## src/rtl/pipe_stage_chain.sv

```systemverilog
// ----------------------------------------------------------------------------
// pipe_stage_chain
//   Parametrised chain of DEPTH pipeline registers. It replaces the hand-written
//   per-stage buffers of the 5-stage MIPS core. Stage 0 is the youngest (ID
//   side) and stage DEPTH-1 is the oldest (WB side). Each stage holds a valid
//   bit, an opaque payload, a destination register number and a write-enable.
//   The chain handles stall back-propagation, bubble insertion, partial flush
//   and retirement. It also provides a combinational "youngest matching
//   producer" forwarding lookup for the hazard logic.
//
// Optional feature (compile-time macro PIPE_STAGE_PERF_CNT_EN):
//   When the macro is defined, three 32-bit wrapping performance counters are
//   built. When it is undefined, the perf_* outputs are tied to zero.
//
// Ports:
//   clk          rising-edge clock for all state
//   rst_b        asynchronous reset, active-high
//   in_valid/in_data/in_wr_en/in_rd   new entry offered to stage 0
//   in_ready     stage 0 accepts this cycle
//   stall_req    per-stage hold request; a stall in stage k freezes 0..k
//   flush_req/flush_stage   invalidate stages 0..flush_stage (clamped)
//   stage_valid/stage_data/stage_rd/stage_wr_en   per-stage contents
//   retire_valid oldest stage leaves the chain this cycle
//   src_num      forwarding lookup register numbers, NUM_SRC ports
//   fwd_hit/fwd_sel   per-port hit flag and youngest matching stage index
//   perf_retired/perf_stall/perf_flushed   performance counters
// ----------------------------------------------------------------------------

// One pipeline stage: a flush clears valid only, a hold keeps every field,
// a bubble clears valid, and otherwise the stage loads from its upstream source.
module pipe_stage_cell #(
    parameter int DATA_W = 128,
    parameter int REG_W  = 5
) (
    input  logic              clk,
    input  logic              rst_b,
    input  logic              flush_i,
    input  logic              hold_i,
    input  logic              bubble_i,
    input  logic              vld_i,
    input  logic [DATA_W-1:0] data_i,
    input  logic [REG_W-1:0]  rd_i,
    input  logic              wr_en_i,
    output logic              vld_o,
    output logic [DATA_W-1:0] data_o,
    output logic [REG_W-1:0]  rd_o,
    output logic              wr_en_o
);
    logic              vld_q,   vld_d;
    logic [DATA_W-1:0] data_q,  data_d;
    logic [REG_W-1:0]  rd_q,    rd_d;
    logic              wr_en_q, wr_en_d;

    always_comb begin
        vld_d   = vld_q;
        data_d  = data_q;
        rd_d    = rd_q;
        wr_en_d = wr_en_q;
        if (flush_i) begin
            // Flush beats hold. The payload is left stale because valid gates it.
            vld_d = 1'b0;
        end else if (hold_i) begin
            // Frozen: every field keeps its value.
        end else if (bubble_i) begin
            // Upstream is frozen, so nothing enters this stage.
            vld_d = 1'b0;
        end else begin
            vld_d   = vld_i;
            data_d  = data_i;
            rd_d    = rd_i;
            wr_en_d = wr_en_i;
        end
    end

    always_ff @(posedge clk or posedge rst_b) begin
        if (rst_b) begin
            vld_q   <= 1'b0;
            data_q  <= '0;
            rd_q    <= '0;
            wr_en_q <= 1'b0;
        end else begin
            vld_q   <= vld_d;
            data_q  <= data_d;
            rd_q    <= rd_d;
            wr_en_q <= wr_en_d;
        end
    end

    assign vld_o   = vld_q;
    assign data_o  = data_q;
    assign rd_o    = rd_q;
    assign wr_en_o = wr_en_q;
endmodule

module pipe_stage_chain #(
    parameter int DEPTH   = 4,
    parameter int DATA_W  = 128,
    parameter int REG_W   = 5,
    parameter int NUM_SRC = 2,
    parameter int SEL_W   = $clog2(DEPTH)
) (
    input  logic                      clk,
    input  logic                      rst_b,
    input  logic                      in_valid,
    input  logic [DATA_W-1:0]         in_data,
    input  logic                      in_wr_en,
    input  logic [REG_W-1:0]          in_rd,
    output logic                      in_ready,
    input  logic [DEPTH-1:0]          stall_req,
    input  logic                      flush_req,
    input  logic [SEL_W-1:0]          flush_stage,
    output logic [DEPTH-1:0]          stage_valid,
    output logic [DEPTH*DATA_W-1:0]   stage_data,
    output logic [DEPTH*REG_W-1:0]    stage_rd,
    output logic [DEPTH-1:0]          stage_wr_en,
    output logic                      retire_valid,
    input  logic [NUM_SRC*REG_W-1:0]  src_num,
    output logic [NUM_SRC-1:0]        fwd_hit,
    output logic [NUM_SRC*SEL_W-1:0]  fwd_sel,
    output logic [31:0]               perf_retired,
    output logic [31:0]               perf_stall,
    output logic [31:0]               perf_flushed
);
    logic [DEPTH-1:0]             hold;
    logic [DEPTH-1:0]             flush_vec;
    logic [SEL_W-1:0]             flush_lim;

    logic [DEPTH-1:0]             stg_vld;
    logic [DEPTH-1:0][DATA_W-1:0] stg_data;
    logic [DEPTH-1:0][REG_W-1:0]  stg_rd;
    logic [DEPTH-1:0]             stg_wr_en;

    // Upstream source for each stage: stage 0 takes the input port, and
    // stage i takes stage i-1.
    logic [DEPTH-1:0]             prv_vld;
    logic [DEPTH-1:0][DATA_W-1:0] prv_data;
    logic [DEPTH-1:0][REG_W-1:0]  prv_rd;
    logic [DEPTH-1:0]             prv_wr_en;
    logic [DEPTH-1:0]             bubble;

    // A stall anywhere at or above stage i freezes stage i.
    for (genvar g = 0; g < DEPTH; g++) begin : g_hold
        assign hold[g] = |stall_req[DEPTH-1:g];
    end

    // Out-of-range flush indices (possible when DEPTH is not a power of two)
    // behave like "flush everything".
    always_comb begin
        flush_lim = flush_stage;
        if (int'(flush_stage) > DEPTH - 1) flush_lim = SEL_W'(DEPTH - 1);
        for (int i = 0; i < DEPTH; i++) begin
            flush_vec[i] = flush_req && (i <= int'(flush_lim));
        end
    end

    assign prv_vld   = {stg_vld[DEPTH-2:0],   in_valid};
    assign prv_data  = {stg_data[DEPTH-2:0],  in_data};
    assign prv_rd    = {stg_rd[DEPTH-2:0],    in_rd};
    assign prv_wr_en = {stg_wr_en[DEPTH-2:0], in_wr_en};
    assign bubble    = {hold[DEPTH-2:0],      1'b0};

    for (genvar g = 0; g < DEPTH; g++) begin : g_stage
        pipe_stage_cell #(
            .DATA_W (DATA_W),
            .REG_W  (REG_W)
        ) u_cell (
            .clk      (clk),
            .rst_b    (rst_b),
            .flush_i  (flush_vec[g]),
            .hold_i   (hold[g]),
            .bubble_i (bubble[g]),
            .vld_i    (prv_vld[g]),
            .data_i   (prv_data[g]),
            .rd_i     (prv_rd[g]),
            .wr_en_i  (prv_wr_en[g]),
            .vld_o    (stg_vld[g]),
            .data_o   (stg_data[g]),
            .rd_o     (stg_rd[g]),
            .wr_en_o  (stg_wr_en[g])
        );
    end

    assign stage_valid  = stg_vld;
    assign stage_data   = stg_data;
    assign stage_rd     = stg_rd;
    assign stage_wr_en  = stg_wr_en;

    // Stage 0 always flushes on any flush, so an offered entry would be lost.
    assign in_ready     = ~hold[0] & ~flush_req;
    assign retire_valid = stg_vld[DEPTH-1] & ~stall_req[DEPTH-1];

    // Forwarding: the scan runs from oldest to youngest so that the last
    // assignment, which is the lowest matching index, wins.
    logic [REG_W-1:0] src_p;
    logic             hit_p;
    logic [SEL_W-1:0] sel_p;

    always_comb begin
        fwd_hit = '0;
        fwd_sel = '0;
        src_p   = '0;
        hit_p   = 1'b0;
        sel_p   = '0;
        for (int p = 0; p < NUM_SRC; p++) begin
            src_p = src_num[p*REG_W +: REG_W];
            hit_p = 1'b0;
            sel_p = '0;
            for (int i = DEPTH - 1; i >= 0; i--) begin
                if (stg_vld[i] && stg_wr_en[i] && (stg_rd[i] == src_p) &&
                    (src_p != '0)) begin
                    hit_p = 1'b1;
                    sel_p = SEL_W'(i);
                end
            end
            fwd_hit[p]               = hit_p;
            fwd_sel[p*SEL_W +: SEL_W] = sel_p;
        end
    end

`ifdef PIPE_STAGE_PERF_CNT_EN
    logic [31:0] retired_q, retired_d;
    logic [31:0] stall_q,   stall_d;
    logic [31:0] flushed_q, flushed_d;
    logic [31:0] flush_cnt;

    // Only stages that actually held a valid entry count as flushed.
    always_comb begin
        flush_cnt = '0;
        for (int i = 0; i < DEPTH; i++) begin
            if (flush_vec[i] && stg_vld[i]) flush_cnt = flush_cnt + 32'd1;
        end
        retired_d = retired_q + {31'd0, retire_valid};
        stall_d   = stall_q + {31'd0, |stall_req};
        flushed_d = flushed_q + flush_cnt;
    end

    always_ff @(posedge clk or posedge rst_b) begin
        if (rst_b) begin
            retired_q <= '0;
            stall_q   <= '0;
            flushed_q <= '0;
        end else begin
            retired_q <= retired_d;
            stall_q   <= stall_d;
            flushed_q <= flushed_d;
        end
    end

    assign perf_retired = retired_q;
    assign perf_stall   = stall_q;
    assign perf_flushed = flushed_q;
`else
    assign perf_retired = '0;
    assign perf_stall   = '0;
    assign perf_flushed = '0;
`endif

endmodule

```

## config.mk

```make
export PLATFORM = sky130hd
export DESIGN_NAME = pipe_stage_chain
export DESIGN_NICKNAME = d
export VERILOG_FILES = /design/src/rtl/pipe_stage_chain.sv
export SDC_FILE = /design/constraint.sdc
export NUM_CORES = 1
export LEC_CHECK = 0
export ABC_AREA = 1
export ABC_CLOCK_PERIOD_IN_PS = 18600
export BUFFER_PORTS_ARGS = -buffer_cell sky130_fd_sc_hd__buf_2
export CORE_AREA = 2 2 309 311
export DETAILED_ROUTE_END_ITERATION = 7
export DIE_AREA = 0 0 311 313
export HOLD_SLACK_MARGIN = 0.05
export PLACE_DENSITY = 0.4
export SYNTH_ARGS = -nofsm -noshare
export SYNTH_HDL_FRONTEND = slang
export SYNTH_SLANG_ARGS = --single-unit
```

## constraint.sdc

```tcl
create_clock -name clk -period 18.6 [get_ports clk]
set_input_delay 1.86 -clock clk [delete_from_list [all_inputs] [get_ports clk]]
set_output_delay 1.86 -clock clk [all_outputs]
set_load 0.01 [all_outputs]
```

== Word level (Yosys, flattened, before mapping) ==
Index checks and enable logic that the tools add are counted.

* Shifts and indexed selects: 0
* Bitwise logic cells: 10
* Equality and inequality tests: 12
* Mux-type cells: 27
* Div/mod/pow operators: 0
* Multiply operators: 0
* Add/subtract/negate cells: 0
* Reductions and logical operators: 32
* Magnitude comparators: 3

{| class="wikitable"
|+ Operators by type and width
! operator !! number
|-
| equality test 5 bit || 8
|-
| logical AND 1 bit || 23
|-
| 2-to-1 mux 1 bit || 19
|-
| 2-to-1 mux 2 bit || 8
|-
| nonzero test 5 bit || 2
|-
| AND reduction 3 bit || 3
|-
| inverter 1 bit || 8
|-
| inequality test 2 x 1 -> 1 bit (second input constant) || 3
|-
| less-or-equal comparator 2 bit (first input constant) || 2
|-
| OR reduction 4 bit || 1
|-
| OR reduction 3 bit || 1
|-
| bitwise AND 1 bit || 2
|-
| less-or-equal comparator 1 x 2 -> 1 bit (first input constant) || 1
|-
| inequality test 2 bit (second input constant) || 1
|-
| AND reduction 2 bit || 1
|-
| OR reduction 2 bit || 1
|}

* Memory bits (read-only): 0
* Memories: 0
* Logic and storage cells: 100
* Latch bits: 0
* Input bits: 154
* RAM bits: 0
* Flip-flop bits (word level): 540
* Output and inout bits: 644

== Longest topological paths before layout ==
* Depth in word-level cells: 7
* Mapped depth: 9
* Depth with buffers taken out: 9

== Cells and area by module ==
From an unflattened synthesis, not the netlist that was laid out.

* Cell total of the unflattened synthesis: 2654
* Area, all modules: 22781.8 um^2

{| class="wikitable"
|+ By module, submodules not included
! module !! times used !! cells an instance !! area each (um^2) !! seq. area each (um^2)
|-
| pipe_stage_cell || 4 || 587 || 5280.1 || 3378.2
|-
| pipe_stage_chain || 1 || 306 || 1661.6 || 0.0
|}

== Least setup slack after synthesis ==
Ideal clock, no wire load.

* Path kind: input-to-output
* From: in src_num[4]
* To: out fwd_sel[0]
* Stages: 9
* Slack: 13976 ps
* Required time: 16740 ps
* Arrival: 2764 ps
* Path buffers: 1
* Path through: clkbuf_1 inv_1 nand2_1 nand2_1 nor2_1 nand2_1 nor2_1 nand2_1 a21oi_1

* Word-level cells in the longest chain between the ends: 7
* Elaborated cells between the ends (all ways): 17
* Classes of those cells: 4 x eq/ne; 4 x mux; 9 x reduce/logical

{| class="wikitable"
|+ Ends and longest elaborated chain
! what !! RTL line !! RTL
|-
| start, declared || 117 || <nowiki>input logic [NUM_SRC*REG_W-1:0] src_num,</nowiki>
|-
| equality test 5 bit || 209 || <nowiki>if (stg_vld[i] && stg_wr_en[i] && (stg_rd[i] == src_p) &&</nowiki>
|-
| logical AND 1 bit (2 in series) || 209 ||
|-
| 2-to-1 mux 2 bit (3 in series) || 209 ||
|-
| 2-to-1 mux 2 bit * || 209 ||
|-
| end, declared || 119 || <nowiki>output logic [NUM_SRC*SEL_W-1:0] fwd_sel,</nowiki>
|}

Every way passes the cells marked *; elsewhere a longest branch is shown, timed or not.

== Final worst setup path ==
* From: in stall_req[1]
* To: out in_ready

* Word-level cells in the longest chain between the ends: 3

{| class="wikitable"
|+ Ends and longest elaborated chain
! what !! RTL line !! RTL
|-
| start, declared || 109 || <nowiki>input logic [DEPTH-1:0] stall_req,</nowiki>
|-
| OR reduction 4 bit || 143 || <nowiki>assign hold[g] = |stall_req[DEPTH-1:g];</nowiki>
|-
| inverter 1 bit (no line) || - ||
|-
| bitwise AND 1 bit || 189 || <nowiki>assign in_ready = ~hold[0] & ~flush_req;</nowiki>
|-
| end, declared || 108 || <nowiki>output logic in_ready,</nowiki>
|}

Every way passes these cells.

==> flow_summary.html <==
<table>
<tr><th>Metric</th><th>Value</th></tr>
<tr><th colspan="2">GRT</th></tr>
<tr><td>Global-route congestion overflow total</td><td>0</td></tr>
<tr><td>Global-route wire length before repair</td><td>112.4 mm</td></tr>
<tr><td>GRT met2 Usage</td><td>26.70%</td></tr>
<tr><td>Overall Global Routing Usage</td><td>15.37%</td></tr>
<tr><td>Number of global-route vias before repair</td><td>16520</td></tr>
<tr><td>Met1 routing resource usage after global routing</td><td>17.70%</td></tr>
<tr><td>Number of antenna violations at the first check in global routing</td><td>6</td></tr>
<tr><td>GRT busiest layer</td><td>met2</td></tr>
<tr><td>Largest net degree at the start of global routing</td><td>153</td></tr>
<tr><td>Global routing usage on met3</td><td>3.937%</td></tr>
<tr><th colspan="2">Synthesis</th></tr>
<tr><td>Warning count from the yosys run</td><td>0</td></tr>
<tr><td>Biggest area contributors in the synthesized netlist</td><td>dfrtp_1 63%, mux2_2 10%, o21ai_0 6.7%</td></tr>
<tr><td>Post-synthesis cell area</td><td>21530 um^2</td></tr>
<tr><td>Post-synth top cells</td><td>540 x dfrtp_1, 371 x nand2_1, 287 x o21ai_0, 193 x mux2_2, 175 x inv_1</td></tr>
<tr><td>#FFs+latches synth</td><td>540</td></tr>
<tr><td>Dominant cell by count in the synthesized netlist</td><td>dfrtp_1</td></tr>
<tr><td>Area share of the largest cell type after synthesis</td><td>62.77%</td></tr>
<tr><td>Syn Inst Count</td><td>1907</td></tr>
<tr><td>Mean area per synthesized cell</td><td>11.29 um^2</td></tr>
<tr><td>Unique cell type count in the Yosys netlist</td><td>24</td></tr>
<tr><td>Async S/R FF share, synth</td><td>100.0%</td></tr>
<tr><td>Top flip-flop cell by instance count after synthesis</td><td>dfrtp_1</td></tr>
<tr><td>EDFF count, synth</td><td>0</td></tr>
<tr><td>Post-synthesis sequential area ratio</td><td>62.77%</td></tr>
<tr><td>Largest area contributor in the netlist</td><td>dfrtp_1</td></tr>
<tr><th colspan="2">Floorplanning</th></tr>
<tr><td># rows</td><td>113</td></tr>
<tr><td>Die Y</td><td>313 um</td></tr>
<tr><td>Core area</td><td>94160 um^2</td></tr>
<tr><td>Die area</td><td>97340 um^2</td></tr>
<tr><td>Number of top-level pins</td><td>798</td></tr>
<tr><td>Die outline width</td><td>311 um</td></tr>
<tr><td>Initial cell density of the core</td><td>22.86%</td></tr>
<tr><th colspan="2">Timing</th></tr>
<tr><td>Max-slew violations</td><td>0</td></tr>
<tr><td>Setup repair after global routing missed its margin</td><td>false</td></tr>
<tr><td>Clk_skew</td><td>0.02106 ns</td></tr>
<tr><td>Tcrit/Tclk final</td><td>26.66%</td></tr>
<tr><td>Worst hold slack across all endpoints</td><td>0.4813 ns</td></tr>
<tr><td>Total Neg Setup Slack</td><td>0 ns</td></tr>
<tr><td>Maximum achievable frequency</td><td>201.7 MHz</td></tr>
<tr><td>Slew @ Worst Pin</td><td>0.9846 ns</td></tr>
<tr><td>Setup violations, final</td><td>0</td></tr>
<tr><td>Hold violation count in the final report</td><td>0</td></tr>
<tr><td>Shortest clock period the worst path allows after layout</td><td>4.959 ns</td></tr>
<tr><td>Relative slew slack</td><td>34.36%</td></tr>
<tr><th colspan="2">Layout</th></tr>
<tr><td>Layout cell share with drive strength beyond 1</td><td>38.78%</td></tr>
<tr><td>Number of fill cells in the layout</td><td>9969</td></tr>
<tr><td>Area of all placed cells without fillers</td><td>28180 um^2</td></tr>
<tr><td>Final nets</td><td>2748</td></tr>
<tr><td>Core utilization of the finished layout</td><td>29.92%</td></tr>
<tr><td>Non-filler instance count after layout</td><td>3916</td></tr>
<tr><td>Area growth from synthesis to layout</td><td>30.87%</td></tr>
<tr><th colspan="2">Clock tree</th></tr>
<tr><td>CTS-repair resized insts</td><td>0</td></tr>
<tr><td>Insertion delay of the later-clocked pin in the worst-skew pair</td><td>0.63 ns</td></tr>
<tr><td>Clock transition at the registers of the reported paths</td><td>0.05 ns</td></tr>
<tr><td>CTS tree</td><td>yes</td></tr>
<tr><td>Setup Fix Bufs, Post-CTS</td><td>0</td></tr>
<tr><td>Maximum number of buffers from clock root to sink</td><td>3</td></tr>
<tr><td>Hold buffers post-CTS</td><td>0</td></tr>
<tr><td>Clock buffer count from CTS</td><td>67</td></tr>
<tr><td>Number of H-tree branching levels</td><td>3</td></tr>
<tr><td>Total clock sinks</td><td>540</td></tr>
<tr><td>Cell at the root of the clock tree</td><td>clkbuf_16</td></tr>
<tr><th colspan="2">Setup path</th></tr>
<tr><td>Data arrival time of the critical path</td><td>3.10 ns</td></tr>
<tr><td>Kind of cell with the highest combined delay on the critical path</td><td>buffers and inverters</td></tr>
<tr><td>Worst setup path startpoint</td><td>stall_req[1]</td></tr>
<tr><td>Cell mode on critical path</td><td>buf_2</td></tr>
<tr><td>Bufs and invs on worst path</td><td>3</td></tr>
<tr><td>Worst-path cell chain</td><td>buf_2, nor2_1, nand2_2, nor2_4, buf_4, buf_2</td></tr>
<tr><td>Launch point of the worst reg-to-reg path</td><td>g_stage[0].u_cell.rd_o[2]</td></tr>
<tr><td>Endpoint class of the critical path</td><td>output pin</td></tr>
<tr><td>Maximum net fanout on the critical path</td><td>35</td></tr>
<tr><td>Setup slack of the most critical reg-to-reg path</td><td>17.58 ns</td></tr>
<tr><td>Kind of start point of the critical path</td><td>primary input</td></tr>
<tr><td>WS Path Type</td><td>in -&gt; out</td></tr>
<tr><td>Slowest stage cell, crit path</td><td>buf_4</td></tr>
<tr><td>Critical path required time</td><td>16.74 ns</td></tr>
<tr><td>Slowest cell delay on critical path</td><td>0.41 ns</td></tr>
<tr><th colspan="2">Detailed routing</th></tr>
<tr><td>Post-detailed-route via-to-cell ratio</td><td>4.040</td></tr>
<tr><td>Total routed wirelength</td><td>76.34 mm</td></tr>
<tr><td>Detail Route Antenna Nets</td><td>0</td></tr>
<tr><td>Number of search-and-repair iterations in the first detailed-routing pass</td><td>5</td></tr>
<tr><td>Wire length per cell after detailed routing</td><td>19.49 um</td></tr>
<tr><td>Iteration-0 DRC Markers</td><td>849</td></tr>
<tr><td>DRC violations left</td><td>0</td></tr>
<tr><td>Routed via count</td><td>15820</td></tr>
<tr><th colspan="2">Run</th></tr>
<tr><td>Max Cap Violations</td><td>0</td></tr>
<tr><th colspan="2">Placement</th></tr>
<tr><td>Half-perimeter wire length after placement</td><td>54.96 mm</td></tr>
<tr><td>Area after detailed placement</td><td>25910 um^2</td></tr>
<tr><td>Number of placed instances with taps included</td><td>3790</td></tr>
<tr><td>Buffers on Ports</td><td>701</td></tr>
<tr><td>Global placer's final weighted congestion</td><td>0.8337</td></tr>
<tr><th colspan="2">Hold path</th></tr>
<tr><td>Min-Delay Startpoint</td><td>g_stage[3].u_cell.data_o[125]</td></tr>
<tr><td>Type of the tightest min-delay check</td><td>reg -&gt; reg</td></tr>
<tr><th colspan="2">Pwr</th></tr>
<tr><td>Power density over the cells</td><td>146.9 nW/um^2</td></tr>
<tr><td>Static leakage</td><td>14.25 nW</td></tr>
<tr><td>Peak VDD IR</td><td>0.00006434 V</td></tr>
<tr><th colspan="2">Status</th></tr>
<tr><td>Status</td><td>finished, final reports clean</td></tr>
</table>
==> worst min-delay path, stage by stage (launching register included) <==
cell and delay, ns:
dfrtp_1 0.34, nand2_1 0.05, o21ai_0 0.06
==> flip-flops by register name, summed over array words and instances (netlist names) <==
name	flops
g_stage.u_cell.data_o	512
g_stage.u_cell.rd_o	20
g_stage.u_cell.vld_o	4
g_stage.u_cell.wr_en_o	4
==> area by class of cell <==
cell class,count,area [um^2],area share (%)
inverters,176,668.1,2.371
flip-flops and latches,540,13510,47.96
diodes,5,12.51,0.04441
multi-input cells,1092,6496,23.06
repair buffers,717,3654,12.97
well taps,1265,1583,5.617
clock inverters,27,330.3,1.172
clock buffers,94,1919,6.812
==> per-layer routing <==
metal  up-vias  routed length, um
li1       7361                  -
met1      7820              29630
met2       494              39110
met3       141               4524
met4         6               3053
met5         -                 32
==> cell usage in the layout, fill, tap and decap left out, types with 2 or more instances in the layout <==
cell	instances
buf_2	701
dfrtp_1	540
nand2_1	371
o21ai_0	287
mux2_2	193
inv_1	174
conb_1	96
clkbuf_16	68
mux2_1	57
nor2_1	37
a21oi_1	14
clkinv_2	14
clkbuf_1	14
buf_4	14
nand3_1	12
clkbuf_8	12
xor2_1	8
diode_2	5
clkinv_8	4
bufinv_16	4
xnor2_1	3
nor2_4	3
nand4_1	2
o22ai_1	2
nand2_2	2
buf_12	2
==> where the power goes <==
group          switching, W  leakage (nW)  internal [W]
Combinational      0.000620          6.48      0.000428
Clock              0.000540          1.11      0.000785
Sequential         0.000254          6.66       0.00151
Total               0.00141          14.3       0.00273
==> metrics by stage <==
step / power (W) / worst slack, ns
6_report: 0.004139 / 13.64
2_1_floorplan: 0.002240 / 1.646
3_3_place_gp: 0.002848 / 13.60
5_1_grt: 0.004391 / 13.54
4_1_cts: 0.004232 / 13.61
3_5_place_dp: 0.002862 / 13.62
==> cells by family (layout without fill, tap and decap cells) <==
kind of cell           count (synthesis)  after routing  share of synthesized area [%]
other                                  1            101                        0.01742
multiplexers                         250            250                          13.08
AND/OR/NAND/NOR                      430            430                          7.747
flip-flops                           540            540                          62.77
XOR/XNOR                              11             11                         0.4475
buffers and inverters                370           1014                          8.781
AO/OA/AOI/OAI                        305            305                          7.166
==> final timing paths <==
check	endpoint	cells past startpoint
max	in_ready	6
min	g_stage[3].u_cell.data_o[125]	2
max reg2reg	g_stage[0].u_cell.rd_o[2]	2
min reg2reg	g_stage[3].u_cell.data_o[125]	2
max in group asynchronous	g_stage[3].u_cell.data_o[126]	4
min in group asynchronous	g_stage[3].u_cell.data_o[104]	2
Note: power is estimated with default switching activity, not from simulation.
